File: src/rtl/xilinx_dram_pkg.sv
// ---------------------------------------------------------------------------
// xilinx_dram_pkg
//   Shared types and helpers for the LUTRAM write-port arbiter.
//   - state_e     : arbiter FSM states (CLEAR sweep, RUN arbitration)
//   - ABITS_MIN/MAX : legal LUTRAM address widths (64..256 deep)
//   - dram_depth  : number of words for a given address width
// ---------------------------------------------------------------------------
package xilinx_dram_pkg;

    typedef enum logic {
        ST_CLEAR = 1'b0,
        ST_RUN   = 1'b1
    } state_e;

    localparam int ABITS_MIN = 6;
    localparam int ABITS_MAX = 8;

    function automatic int dram_depth(input int abits);
        return 1 << abits;
    endfunction

endpackage

File: src/rtl/xilinx_dram_rr_pick.sv
// ---------------------------------------------------------------------------
// xilinx_dram_rr_pick
//   Combinational round-robin picker. Selects the first asserted request
//   starting at index ptr and wrapping modulo NREQ.
//   Ports:
//     req   in  NREQ            request vector
//     ptr   in  clog2(NREQ)     highest-priority index this cycle (< NREQ)
//     grant out NREQ            one-hot selected request (zero if none)
//     idx   out clog2(NREQ)     index of the selected request
//     any   out 1               at least one request asserted
// ---------------------------------------------------------------------------
module xilinx_dram_rr_pick #(
    parameter int NREQ = 4
) (
    input  logic [NREQ-1:0]         req,
    input  logic [$clog2(NREQ)-1:0] ptr,
    output logic [NREQ-1:0]         grant,
    output logic [$clog2(NREQ)-1:0] idx,
    output logic                    any
);

    localparam int IW = $clog2(NREQ);

    always_comb begin
        int c;
        // NOTE: every output gets a default before the loop so no path
        // leaves a signal unassigned, which would infer a latch.
        grant = '0;
        idx   = '0;
        any   = 1'b0;
        for (int k = 0; k < NREQ; k++) begin
            // ptr is always < NREQ, so one subtraction is enough to wrap.
            c = int'(ptr) + k;
            if (c >= NREQ) begin
                c = c - NREQ;
            end
            if (!any && req[c]) begin
                any      = 1'b1;
                idx      = IW'(c);
                grant[c] = 1'b1;
            end
        end
    end

endmodule

File: src/rtl/xilinx_dram_wport_arbiter.sv
// ---------------------------------------------------------------------------
// xilinx_dram_wport_arbiter
//   Shares the single synchronous write port of one LUTRAM bank among NREQ
//   requesters with round-robin arbitration, one write per cycle. All RAM_*
//   outputs are registered, so an accept in cycle N appears at the RAM in N+1.
//
//   Optional feature: define XILINX_DRAM_ARB_CLEAR_EN to add a post-reset
//   sweep that writes zero to every address (2**ABITS cycles) before
//   arbitration starts. Without it the arbiter runs from the first cycle
//   after SRST and BUSY is tied low.
//
//   Ports:
//     CLK1      in  1            write clock
//     SRST      in  1            synchronous active-high reset
//     REQ_VALID in  NREQ         per-requester write request
//     REQ_ADDR  in  NREQ*ABITS   packed addresses, requester i at [i*ABITS +: ABITS]
//     REQ_DATA  in  NREQ*W       packed data, requester i at [i*W +: W]
//     REQ_READY out NREQ         one-hot grant; transfer on VALID & READY
//     FREEZE    in  1            suppress all grants
//     RAM_WADDR out ABITS        registered write address
//     RAM_WDATA out W            registered write data
//     RAM_WE    out 1            registered write enable
//     GRANT_ID  out clog2(NREQ)  index of the last accepted requester
//     BUSY      out 1            clear sweep in progress
// ---------------------------------------------------------------------------
module xilinx_dram_wport_arbiter
    import xilinx_dram_pkg::*;
#(
    parameter int NREQ  = 4,
    parameter int ABITS = 7,
    parameter int W     = 1
) (
    input  logic                    CLK1,
    input  logic                    SRST,
    input  logic [NREQ-1:0]         REQ_VALID,
    input  logic [NREQ*ABITS-1:0]   REQ_ADDR,
    input  logic [NREQ*W-1:0]       REQ_DATA,
    output logic [NREQ-1:0]         REQ_READY,
    input  logic                    FREEZE,
    output logic [ABITS-1:0]        RAM_WADDR,
    output logic [W-1:0]            RAM_WDATA,
    output logic                    RAM_WE,
    output logic [$clog2(NREQ)-1:0] GRANT_ID,
    output logic                    BUSY
);

    localparam int IW = $clog2(NREQ);

`ifdef XILINX_DRAM_ARB_CLEAR_EN
    localparam state_e ST_RESET = ST_CLEAR;
    localparam logic [ABITS-1:0] CLR_LAST = ABITS'(dram_depth(ABITS) - 1);
`else
    localparam state_e ST_RESET = ST_RUN;
`endif

    state_e            state_q, state_d;
    logic [IW-1:0]     ptr_q, ptr_d;
    logic              ram_we_q, ram_we_d;
    logic [ABITS-1:0]  ram_waddr_q, ram_waddr_d;
    logic [W-1:0]      ram_wdata_q, ram_wdata_d;
    logic [IW-1:0]     grant_id_q, grant_id_d;
`ifdef XILINX_DRAM_ARB_CLEAR_EN
    logic [ABITS-1:0]  clr_cnt_q, clr_cnt_d;
`endif

    logic [NREQ-1:0]   pick_grant;
    logic [IW-1:0]     pick_idx;
    logic              pick_any;
    logic              ready_en;
    logic              accept;

    xilinx_dram_rr_pick #(
        .NREQ (NREQ)
    ) u_pick (
        .req   (REQ_VALID),
        .ptr   (ptr_q),
        .grant (pick_grant),
        .idx   (pick_idx),
        .any   (pick_any)
    );

    // Grants are withheld during reset so nothing transfers into a write
    // that the reset is about to drop.
    assign ready_en  = (state_q == ST_RUN) && !FREEZE && !SRST;
    assign accept    = ready_en && pick_any;
    assign REQ_READY = ready_en ? pick_grant : '0;

    always_comb begin
        state_d     = state_q;
        ptr_d       = ptr_q;
        ram_we_d    = 1'b0;
        ram_waddr_d = ram_waddr_q;
        ram_wdata_d = ram_wdata_q;
        grant_id_d  = grant_id_q;
`ifdef XILINX_DRAM_ARB_CLEAR_EN
        clr_cnt_d   = clr_cnt_q;
`endif
        case (state_q)
            ST_CLEAR: begin
`ifdef XILINX_DRAM_ARB_CLEAR_EN
                ram_we_d    = 1'b1;
                ram_waddr_d = clr_cnt_q;
                ram_wdata_d = '0;
                clr_cnt_d   = clr_cnt_q + 1'b1;
                if (clr_cnt_q == CLR_LAST) begin
                    state_d = ST_RUN;
                end
`else
                state_d = ST_RUN;
`endif
            end
            ST_RUN: begin
                if (accept) begin
                    ram_we_d    = 1'b1;
                    ram_waddr_d = REQ_ADDR[int'(pick_idx)*ABITS +: ABITS];
                    ram_wdata_d = REQ_DATA[int'(pick_idx)*W +: W];
                    grant_id_d  = pick_idx;
                    ptr_d       = (pick_idx == IW'(NREQ - 1)) ? '0 : pick_idx + 1'b1;
                end
            end
            default: state_d = ST_RESET;
        endcase
    end

    always_ff @(posedge CLK1) begin
        // NOTE: state registers use non-blocking assignments so every flop
        // samples the pre-edge values, independent of statement order.
        if (SRST) begin
            state_q     <= ST_RESET;
            ptr_q       <= '0;
            ram_we_q    <= 1'b0;
            ram_waddr_q <= '0;
            ram_wdata_q <= '0;
            grant_id_q  <= '0;
`ifdef XILINX_DRAM_ARB_CLEAR_EN
            clr_cnt_q   <= '0;
`endif
        end else begin
            state_q     <= state_d;
            ptr_q       <= ptr_d;
            ram_we_q    <= ram_we_d;
            ram_waddr_q <= ram_waddr_d;
            ram_wdata_q <= ram_wdata_d;
            grant_id_q  <= grant_id_d;
`ifdef XILINX_DRAM_ARB_CLEAR_EN
            clr_cnt_q   <= clr_cnt_d;
`endif
        end
    end

    assign RAM_WE    = ram_we_q;
    assign RAM_WADDR = ram_waddr_q;
    assign RAM_WDATA = ram_wdata_q;
    assign GRANT_ID  = grant_id_q;

`ifdef XILINX_DRAM_ARB_CLEAR_EN
    assign BUSY = (state_q == ST_CLEAR);
`else
    assign BUSY = 1'b0;
`endif

endmodule
File: config.mk
export PLATFORM = sky130hd
export DESIGN_NAME = xilinx_dram_wport_arbiter
export DESIGN_NICKNAME = d
export VERILOG_FILES = /design/src/rtl/xilinx_dram_pkg.sv /design/src/rtl/xilinx_dram_rr_pick.sv /design/src/rtl/xilinx_dram_wport_arbiter.sv
export SDC_FILE = /design/constraint.sdc
export NUM_CORES = 1
export LEC_CHECK = 0
export CAP_MARGIN = 10
export CORE_ASPECT_RATIO = 1.75
export CORE_UTILIZATION = 33
export DETAILED_ROUTE_END_ITERATION = 10
export GPL_TIMING_DRIVEN = 0
export PLACE_DENSITY = 0.67
export SYNTH_ARGS = -nofsm -noshare
export SYNTH_HDL_FRONTEND = slang
export SYNTH_HIERARCHICAL = 1
export SYNTH_SLANG_ARGS = --single-unit
File: constraint.sdc
create_clock -name CLK1 -period 6.5 [get_ports CLK1]
set_input_delay 0.65 -clock CLK1 [delete_from_list [all_inputs] [get_ports CLK1]]
set_output_delay 0.65 -clock CLK1 [all_outputs]
set_load 0.005 [all_outputs]
==> impl_metrics.xml, run 1 <==
<?xml version="1.0" encoding="UTF-8"?>
<metrics>
  <group name="clock_tree">
    <metric name="clock_pin_slew_worst_setup_and_hold_paths" unit="ns">0.05</metric>
    <metric name="cts_made_buffers" unit="">3</metric>
    <metric name="cts_max_path_buffers" unit="">2</metric>
    <metric name="cts_repair_resize_count" unit="">0</metric>
    <metric name="cts_root_buf" unit="">clkbuf_8</metric>
    <metric name="hold_buffers" unit="">0</metric>
    <metric name="cts_tree" unit="">done</metric>
    <metric name="clock_tree.htree_level_count" unit="">1</metric>
    <metric name="numClockSinks" unit="">13</metric>
    <metric name="post_cts.repair.setup_buffers" unit="">0</metric>
    <metric name="clock_latency" unit="ns">0.24</metric>
  </group>
  <group name="sta">
    <metric name="worst_case_hold_slack" unit="ns">0.4520</metric>
    <metric name="setup_repair_after_global_routing_missed_its_margin" unit="">no</metric>
    <metric name="period_share" unit="%">59.20</metric>
    <metric name="post-route-min-period" unit="ns">3.848</metric>
    <metric name="setup-violations-final" unit="">0</metric>
    <metric name="clock-skew-final" unit="ns">0.0004397</metric>
    <metric name="timing.final.max_slew_violations" unit="">0</metric>
    <metric name="setup-tns-final" unit="ns">0</metric>
    <metric name="final_hold_viol_count" unit="">0</metric>
    <metric name="worstMarginPinSlew" unit="ns">0.5208</metric>
    <metric name="max-slew-margin-rel" unit="%">64.98</metric>
    <metric name="fmax" unit="MHz">259.9</metric>
  </group>
  <group name="global_routing">
    <metric name="gr-usage-all-layers" unit="%">18.03</metric>
    <metric name="grt_pass1_vias" unit="">1225</metric>
    <metric name="grt_antenna_before_repair" unit="">0</metric>
    <metric name="global_route.overflow_total" unit="">0</metric>
    <metric name="grt_start_max_net_pins" unit="">12</metric>
    <metric name="grt_pass1_wl" unit="mm">5.085</metric>
  </group>
  <group name="pwr">
    <metric name="power.clock.fraction" unit="%">11.9</metric>
    <metric name="p_total" unit="uW">586.4</metric>
    <metric name="combinationalPowerShare" unit="%">65.5</metric>
    <metric name="worst_ir_drop_vdd" unit="mV">0.2304</metric>
    <metric name="p_leak" unit="nW">0.6759</metric>
    <metric name="power_density" unit="nW/um^2">326.6</metric>
    <metric name="power.switching" unit="uW">231.2</metric>
    <metric name="switching_share" unit="%">39.43</metric>
    <metric name="sequentialPowerShare" unit="%">22.6</metric>
    <metric name="p_int" unit="uW">355.1</metric>
  </group>
  <group name="routing">
    <metric name="route.detailed.drc" unit="">0</metric>
    <metric name="met3WireLength" unit="um">189</metric>
    <metric name="routed.top_layer" unit="">met4</metric>
    <metric name="route.layer.met1.wl" unit="mm">1.070</metric>
    <metric name="detail-route-antenna-nets" unit="">0</metric>
    <metric name="wl_per_cell" unit="um">13.70</metric>
    <metric name="wirelength" unit="mm">3.041</metric>
    <metric name="via_per_inst" unit="">5.257</metric>
    <metric name="detailroute.via_count" unit="">1167</metric>
    <metric name="firstDrtPassIters" unit="">4</metric>
    <metric name="route.met2.wl" unit="mm">1.761</metric>
    <metric name="drt_iter0_drc" unit="">47</metric>
  </group>
  <group name="final_layout">
    <metric name="layout-area-overhead-vs-synth" unit="%">54.30</metric>
    <metric name="antenna_cells" unit="">0</metric>
    <metric name="post-route-util" unit="%">53.39</metric>
    <metric name="drive_gt1_share" unit="%">9.040</metric>
    <metric name="total_number_of_nets_in_the_final_design" unit="">226</metric>
    <metric name="layout.cells.most_common" unit="">clkdlybuf4s50_1</metric>
    <metric name="most-common-layout-cells" unit="">clkdlybuf4s50_1, mux2i_1, dfxtp_1</metric>
    <metric name="finish.cell_count_without_fillers" unit="">222</metric>
  </group>
  <group name="critical_path">
    <metric name="crit_slowest_cell" unit="">dfxtp_1</metric>
    <metric name="timing.critical_path.arrival" unit="ns">3.20</metric>
    <metric name="crit_required" unit="ns">5.85</metric>
    <metric name="critical_path.startpoint_type" unit="">register</metric>
    <metric name="critical_path_peak_fanout" unit="">11</metric>
    <metric name="ff2ff_path_depth" unit="">10</metric>
    <metric name="timing_worst_setup_path_type" unit="">reg -&gt; out</metric>
    <metric name="endpoint_class_of_the_critical_path" unit="">output port</metric>
    <metric name="critPathMaxStageDelay" unit="ns">0.56</metric>
    <metric name="worstPathCellList" unit="">inv_1, ha_1, mux4_2, buf_6, nor4b_4, a22oi_1, o21ai_0, and2_1, clkdlybuf4s50_1</metric>
  </group>
  <group name="logic_synthesis">
    <metric name="synth_fp_nets" unit="">168</metric>
    <metric name="synth-edff-count" unit="">0</metric>
    <metric name="netlist_instances" unit="">120</metric>
    <metric name="syn_area" unit="um^2">1164</metric>
    <metric name="synth_ff_type" unit="">dfxtp_1</metric>
    <metric name="syn_avg_cell_area" unit="um^2">9.697</metric>
    <metric name="synth-seq-cells" unit="">13</metric>
    <metric name="synth_seq_area_share" unit="%">22.37</metric>
    <metric name="async_flop_share" unit="%">0</metric>
    <metric name="yosys_warnings" unit="">6</metric>
    <metric name="synthDistinctLibCells" unit="">33</metric>
  </group>
  <group name="hold_path">
    <metric name="hp-class" unit="">reg -&gt; reg</metric>
    <metric name="worst_hold_path.num_cells" unit="">2</metric>
  </group>
  <group name="run_status">
    <metric name="status" unit="">finished, final reports clean</metric>
  </group>
  <group name="die">
    <metric name="rows" unit="">28</metric>
    <metric name="die_area" unit="um^2">3777</metric>
    <metric name="die-width" unit="um">46.89</metric>
    <metric name="pin_count" unit="">55</metric>
    <metric name="die_height" unit="um">80.55</metric>
    <metric name="core_region_area" unit="um^2">3363</metric>
    <metric name="initial_standard_cell_utilization_of_the_core" unit="%">34.60</metric>
  </group>
  <group name="placed_design">
    <metric name="numPlacedInstances" unit="">218</metric>
    <metric name="gp_routability_congestion" unit="">0.8963</metric>
    <metric name="detailed_place_hpwl" unit="mm">2.508</metric>
    <metric name="buffer_ports.inserted" unit="">53</metric>
  </group>
  <group name="flow_run">
    <metric name="max-cap-violations" unit="">0</metric>
  </group>
</metrics>
==> cell families after synthesis <==
group           Yosys count  synth area share [%]
flops                    13                 22.37
buf+inv                  13                 6.021
compound gates           28                 17.53
simple gates             33                 18.82
mux                      23                 25.27
fa+ha+maj                 9                 9.678
other cells               1                0.3223
==> Yosys cell counts (3+ instances only) <==
| cell type | n | area share [%] |
|---|---|---|
| clkbuf_1 | 3 | 0.97 |
| ha_1 | 9 | 9.7 |
| a22oi_1 | 8 | 5.2 |
| inv_1 | 4 | 1.3 |
| mux4_1 | 3 | 6.8 |
| nand2_1 | 7 | 2.3 |
| mux2i_1 | 17 | 15 |
| o221ai_1 | 8 | 6.0 |
| a21oi_1 | 3 | 1.3 |
| nand3b_1 | 11 | 7.1 |
| and2_1 | 4 | 2.2 |
| dfxtp_1 | 13 | 22 |
| o21ai_0 | 5 | 2.2 |
| nor2_1 | 3 | 0.97 |
==> sequential cells by signal, summed over array words and instances (netlist names) <==
| register | cells |
|---|---|
| GRANT_ID | 2 |
| ptr_q | 2 |
| RAM_WDATA | 1 |
| RAM_WE | 1 |
| RAM_WADDR | 7 |
==> through the flow <==
step                      instance area [um^2]  worst slack (ns)
final                                     1795             2.652
after global routing                      1795             2.550
after CTS                                 1795             2.701
after detailed placement                  1750             2.767
after global placement                    1750             2.878
after floorplan                           1164             3.641
==> worst max-delay path: cells and delay by family (launching register included) <==
| kind | cells | cell delay (ns) |
|---|---|---|
| DFF | 1 | 0.56 |
| AOI/OAI and AO/OA | 2 | 0.28 |
| buffers and inverters | 3 | 0.84 |
| and+or+nand+nor | 2 | 0.55 |
| adders and majority gates | 1 | 0.40 |
| muxes | 1 | 0.32 |
==> power groups by stage <==
stage / combinational [mW] / clock (mW) / sequential [mW]
after floorplan: 0.251 / 0 / 0.131
after global placement: 0.371 / 0 / 0.133
after detailed placement: 0.383 / 0 / 0.134
after CTS: 0.386 / 0.0724 / 0.132
after global routing: 0.414 / 0.0751 / 0.137
final: 0.384 / 0.0700 / 0.132
==> routing by layer <==
layer / track usage [%] / vias to the layer above
met5: 0 / -
met4: 4.286 / 0
met3: 3.596 / 2
met2: 36.39 / 45
met1: 16.67 / 546
li1: - / 574
==> final cells by class <==
type                            instances  area (um^2)
Inverter                                5        18.77
Buffer                                  8        51.30
Clock buffer                            4        45.04
Sequential cell                        13        260.3
Timing Repair Buffer                   53        530.5
Tap cell                               45        56.30
Multi-Input combinational cell         94        833.3
Fill cell                             339         1568
==> final timing paths <==
| kind | startpoint | endpoint | slack, ns |
|---|---|---|---|
| max reg2reg | ptr_q[1] | RAM_WADDR[6] | 3.11 |
| max | ptr_q[1] | REQ_READY[2] | 2.65 |
| min | GRANT_ID[0] | GRANT_ID[0] | 0.45 |
| min reg2reg | GRANT_ID[0] | GRANT_ID[0] | 0.45 |
Note: power is estimated with default switching activity, not from simulation.
==> inputs of run 2 (changes only) <==
==> constraint.sdc (replaced) <==
create_clock -name CLK1 -period 3.63 [get_ports CLK1]
set_input_delay 0.363 -clock CLK1 [delete_from_list [all_inputs] [get_ports CLK1]]
set_output_delay 0.363 -clock CLK1 [all_outputs]
set_load 0.005 [all_outputs]
==> run 2 against run 1 <==
Against the previous run: first-iteration DRC count unchanged; cell count unchanged; worst setup slack got worse by 2.5 ns; sequential share of layout area increased by 0.060 points; via count unchanged; non-clock buffer count unchanged; clock skew unchanged; worst hold slack unchanged; count of clock-buffer cells in the layout unchanged; critical endpoint unchanged.
==> impl_metrics.xml, run 2 (synthesis gave the netlist of run 1 again) <==
<?xml version="1.0" encoding="UTF-8"?>
<metrics>
  <group name="run_status">
    <metric name="status" unit="">finished, final reports clean</metric>
  </group>
  <group name="critical_path">
    <metric name="timing_worst_setup_path_type" unit="">reg -&gt; out</metric>
    <metric name="endpoint_class_of_the_critical_path" unit="">output port</metric>
    <metric name="timing.critical_path.arrival" unit="ns">3.15</metric>
    <metric name="critical_path.startpoint_type" unit="">register</metric>
    <metric name="critical_path_peak_fanout" unit="">10</metric>
    <metric name="crit_slowest_cell" unit="">clkdlybuf4s50_1</metric>
    <metric name="worstPathCellList" unit="">buf_6, inv_1, ha_1, mux4_2, buf_6, nor4b_4, a22oi_1, o21ai_0, and2_1, clkdlybuf4s50_1</metric>
    <metric name="critical-path-top-cell-by-count" unit="">buf_6</metric>
    <metric name="critPathMaxStageDelay" unit="ns">0.49</metric>
    <metric name="crit_required" unit="ns">3.27</metric>
  </group>
  <group name="hold_path">
    <metric name="hp-class" unit="">reg -&gt; reg</metric>
  </group>
  <group name="global_routing">
    <metric name="global_route.overflow_total" unit="">0</metric>
    <metric name="grt.met1_usage" unit="%">16.67</metric>
    <metric name="grt_pass1_wl" unit="mm">5.085</metric>
    <metric name="gr-max-usage-layer" unit="">met2</metric>
    <metric name="gr-usage-all-layers" unit="%">18.03</metric>
    <metric name="grt_start_max_net_pins" unit="">12</metric>
    <metric name="grt_antenna_before_repair" unit="">0</metric>
    <metric name="grt_pass1_vias" unit="">1225</metric>
    <metric name="met3_global_route_usage" unit="%">3.596</metric>
    <metric name="gr-usage-met2" unit="%">36.39</metric>
  </group>
  <group name="pwr">
    <metric name="worst_ir_drop_vdd" unit="mV">0.4153</metric>
    <metric name="p_total" unit="mW">1.051</metric>
    <metric name="power_density" unit="nW/um^2">585.1</metric>
    <metric name="p_leak" unit="nW">0.6762</metric>
  </group>
  <group name="die">
    <metric name="die_height" unit="um">80.55</metric>
    <metric name="core_region_area" unit="um^2">3363</metric>
    <metric name="die-width" unit="um">46.89</metric>
    <metric name="rows" unit="">28</metric>
    <metric name="die_area" unit="um^2">3777</metric>
    <metric name="pin_count" unit="">55</metric>
    <metric name="initial_standard_cell_utilization_of_the_core" unit="%">34.60</metric>
  </group>
  <group name="routing">
    <metric name="drt_iter0_drc" unit="">47</metric>
    <metric name="detailroute.via_count" unit="">1167</metric>
    <metric name="wl_per_cell" unit="um">13.70</metric>
    <metric name="firstDrtPassIters" unit="">4</metric>
    <metric name="wirelength" unit="mm">3.042</metric>
    <metric name="route.detailed.drc" unit="">0</metric>
    <metric name="detail-route-antenna-nets" unit="">0</metric>
    <metric name="via_per_inst" unit="">5.257</metric>
  </group>
  <group name="sta">
    <metric name="setup-violations-final" unit="">0</metric>
    <metric name="fmax" unit="MHz">285.1</metric>
    <metric name="max-slew-margin-rel" unit="%">64.98</metric>
    <metric name="final_hold_viol_count" unit="">0</metric>
    <metric name="worstMarginPinSlew" unit="ns">0.5208</metric>
    <metric name="timing.final.max_slew_violations" unit="">0</metric>
    <metric name="clock-skew-final" unit="ns">0.0004397</metric>
    <metric name="period_share" unit="%">96.64</metric>
    <metric name="setup_repair_after_global_routing_missed_its_margin" unit="">no</metric>
    <metric name="post-route-min-period" unit="ns">3.508</metric>
    <metric name="setup-tns-final" unit="ns">0</metric>
  </group>
  <group name="placed_design">
    <metric name="buffer_ports.inserted" unit="">53</metric>
    <metric name="detailed_place_hpwl" unit="mm">2.508</metric>
    <metric name="gp_routability_congestion" unit="">0.8963</metric>
  </group>
  <group name="clock_tree">
    <metric name="cts_repair_resize_count" unit="">0</metric>
    <metric name="cts_root_buf" unit="">clkbuf_8</metric>
    <metric name="hold_buffers" unit="">0</metric>
    <metric name="clock_pin_slew_worst_setup_and_hold_paths" unit="ns">0.05</metric>
    <metric name="numClockSinks" unit="">13</metric>
    <metric name="clock_latency" unit="ns">0.24</metric>
    <metric name="cts_made_buffers" unit="">3</metric>
    <metric name="cts_tree" unit="">done</metric>
    <metric name="clock_tree.htree_level_count" unit="">1</metric>
    <metric name="post_cts.repair.setup_buffers" unit="">0</metric>
    <metric name="cts_max_path_buffers" unit="">2</metric>
  </group>
  <group name="final_layout">
    <metric name="layout.cells.most_common" unit="">clkdlybuf4s50_1</metric>
    <metric name="most-common-layout-cells" unit="">clkdlybuf4s50_1, mux2i_1, dfxtp_1</metric>
    <metric name="number_of_flip_flops_in_the_largest_register" unit="">7</metric>
    <metric name="total_number_of_nets_in_the_final_design" unit="">226</metric>
    <metric name="drive_gt1_share" unit="%">9.605</metric>
    <metric name="n_fill_cell" unit="">338</metric>
    <metric name="layout-area-overhead-vs-synth" unit="%">54.41</metric>
    <metric name="antenna_cells" unit="">0</metric>
  </group>
  <group name="flow_run">
    <metric name="max-cap-violations" unit="">0</metric>
  </group>
</metrics>
==> run 2: cell types whose count changed in the layout (fill, tap and decap cells not counted) <==
cell,before,now
dfxtp_1,13,12
dfxtp_2,0,1
==> run 2: final timing paths <==
path                  endpoint  slack, ns  depth (start not counted)         from
hold / removal     GRANT_ID[0]       0.45                          2  GRANT_ID[0]
hold reg to reg    GRANT_ID[0]       0.45                          2  GRANT_ID[0]
setup reg to reg  RAM_WADDR[6]       0.29                         11     ptr_q[0]
setup / recovery  REQ_READY[2]       0.12                         10     ptr_q[0]
==> run 2: area by class of cell <==
type / count / area, um^2 / area share (%)
sequential: 13 / 261.5 / 14.55
tap: 45 / 56.30 / 3.134
timing repair buffer: 53 / 530.5 / 29.53
multi-input combinational: 94 / 833.3 / 46.38
buffer: 8 / 51.30 / 2.855
clock buffer: 4 / 45.04 / 2.507
inverter: 5 / 18.77 / 1.045
==> run 2: worst max-delay path: cells and delay by family (launching register included) <==
| kind | cells | cell delay [ns] |
|---|---|---|
| adder cells (fa/ha/maj) | 1 | 0.37 |
| AO/OA/AOI/OAI | 2 | 0.28 |
| buffers and inverters | 4 | 0.94 |
| AND/OR/NAND/NOR | 2 | 0.55 |
| multiplexers | 1 | 0.32 |
| flip-flops | 1 | 0.45 |
==> run 2: layer usage <==
metal / up-vias / wire [um]
met5: - / 0
met1: 546 / 1070
met3: 2 / 189
met2: 45 / 1761
met4: 0 / 21
li1: 574 / -
==> run 2: through the flow <==
step | utilization (%) | hold WS, ns | setup slack, ns | std cells | area [um^2]
5_1_grt | 53.42 | 0.4998 | 0.02871 | 222 | 1797
3_5_place_dp | 52.05 | 0.4499 | 0.2748 | 218 | 1750
4_1_cts | 53.39 | 0.4544 | 0.1184 | 222 | 1795
3_3_place_gp | 52.05 | 0.4427 | 0.3842 | 218 | 1750
2_1_floorplan | - | 0.4527 | 0.7707 | 120 | 1164
6_report | 53.42 | 0.4520 | 0.1219 | 222 | 1797
==> run 2: where the power goes <==
| group | internal [mW] | total [mW] | switching (mW) |
|---|---|---|---|
| clock | 0.0773 | 0.125 | 0.0479 |
| sequential | 0.194 | 0.238 | 0.0438 |
| combinational | 0.366 | 0.688 | 0.322 |
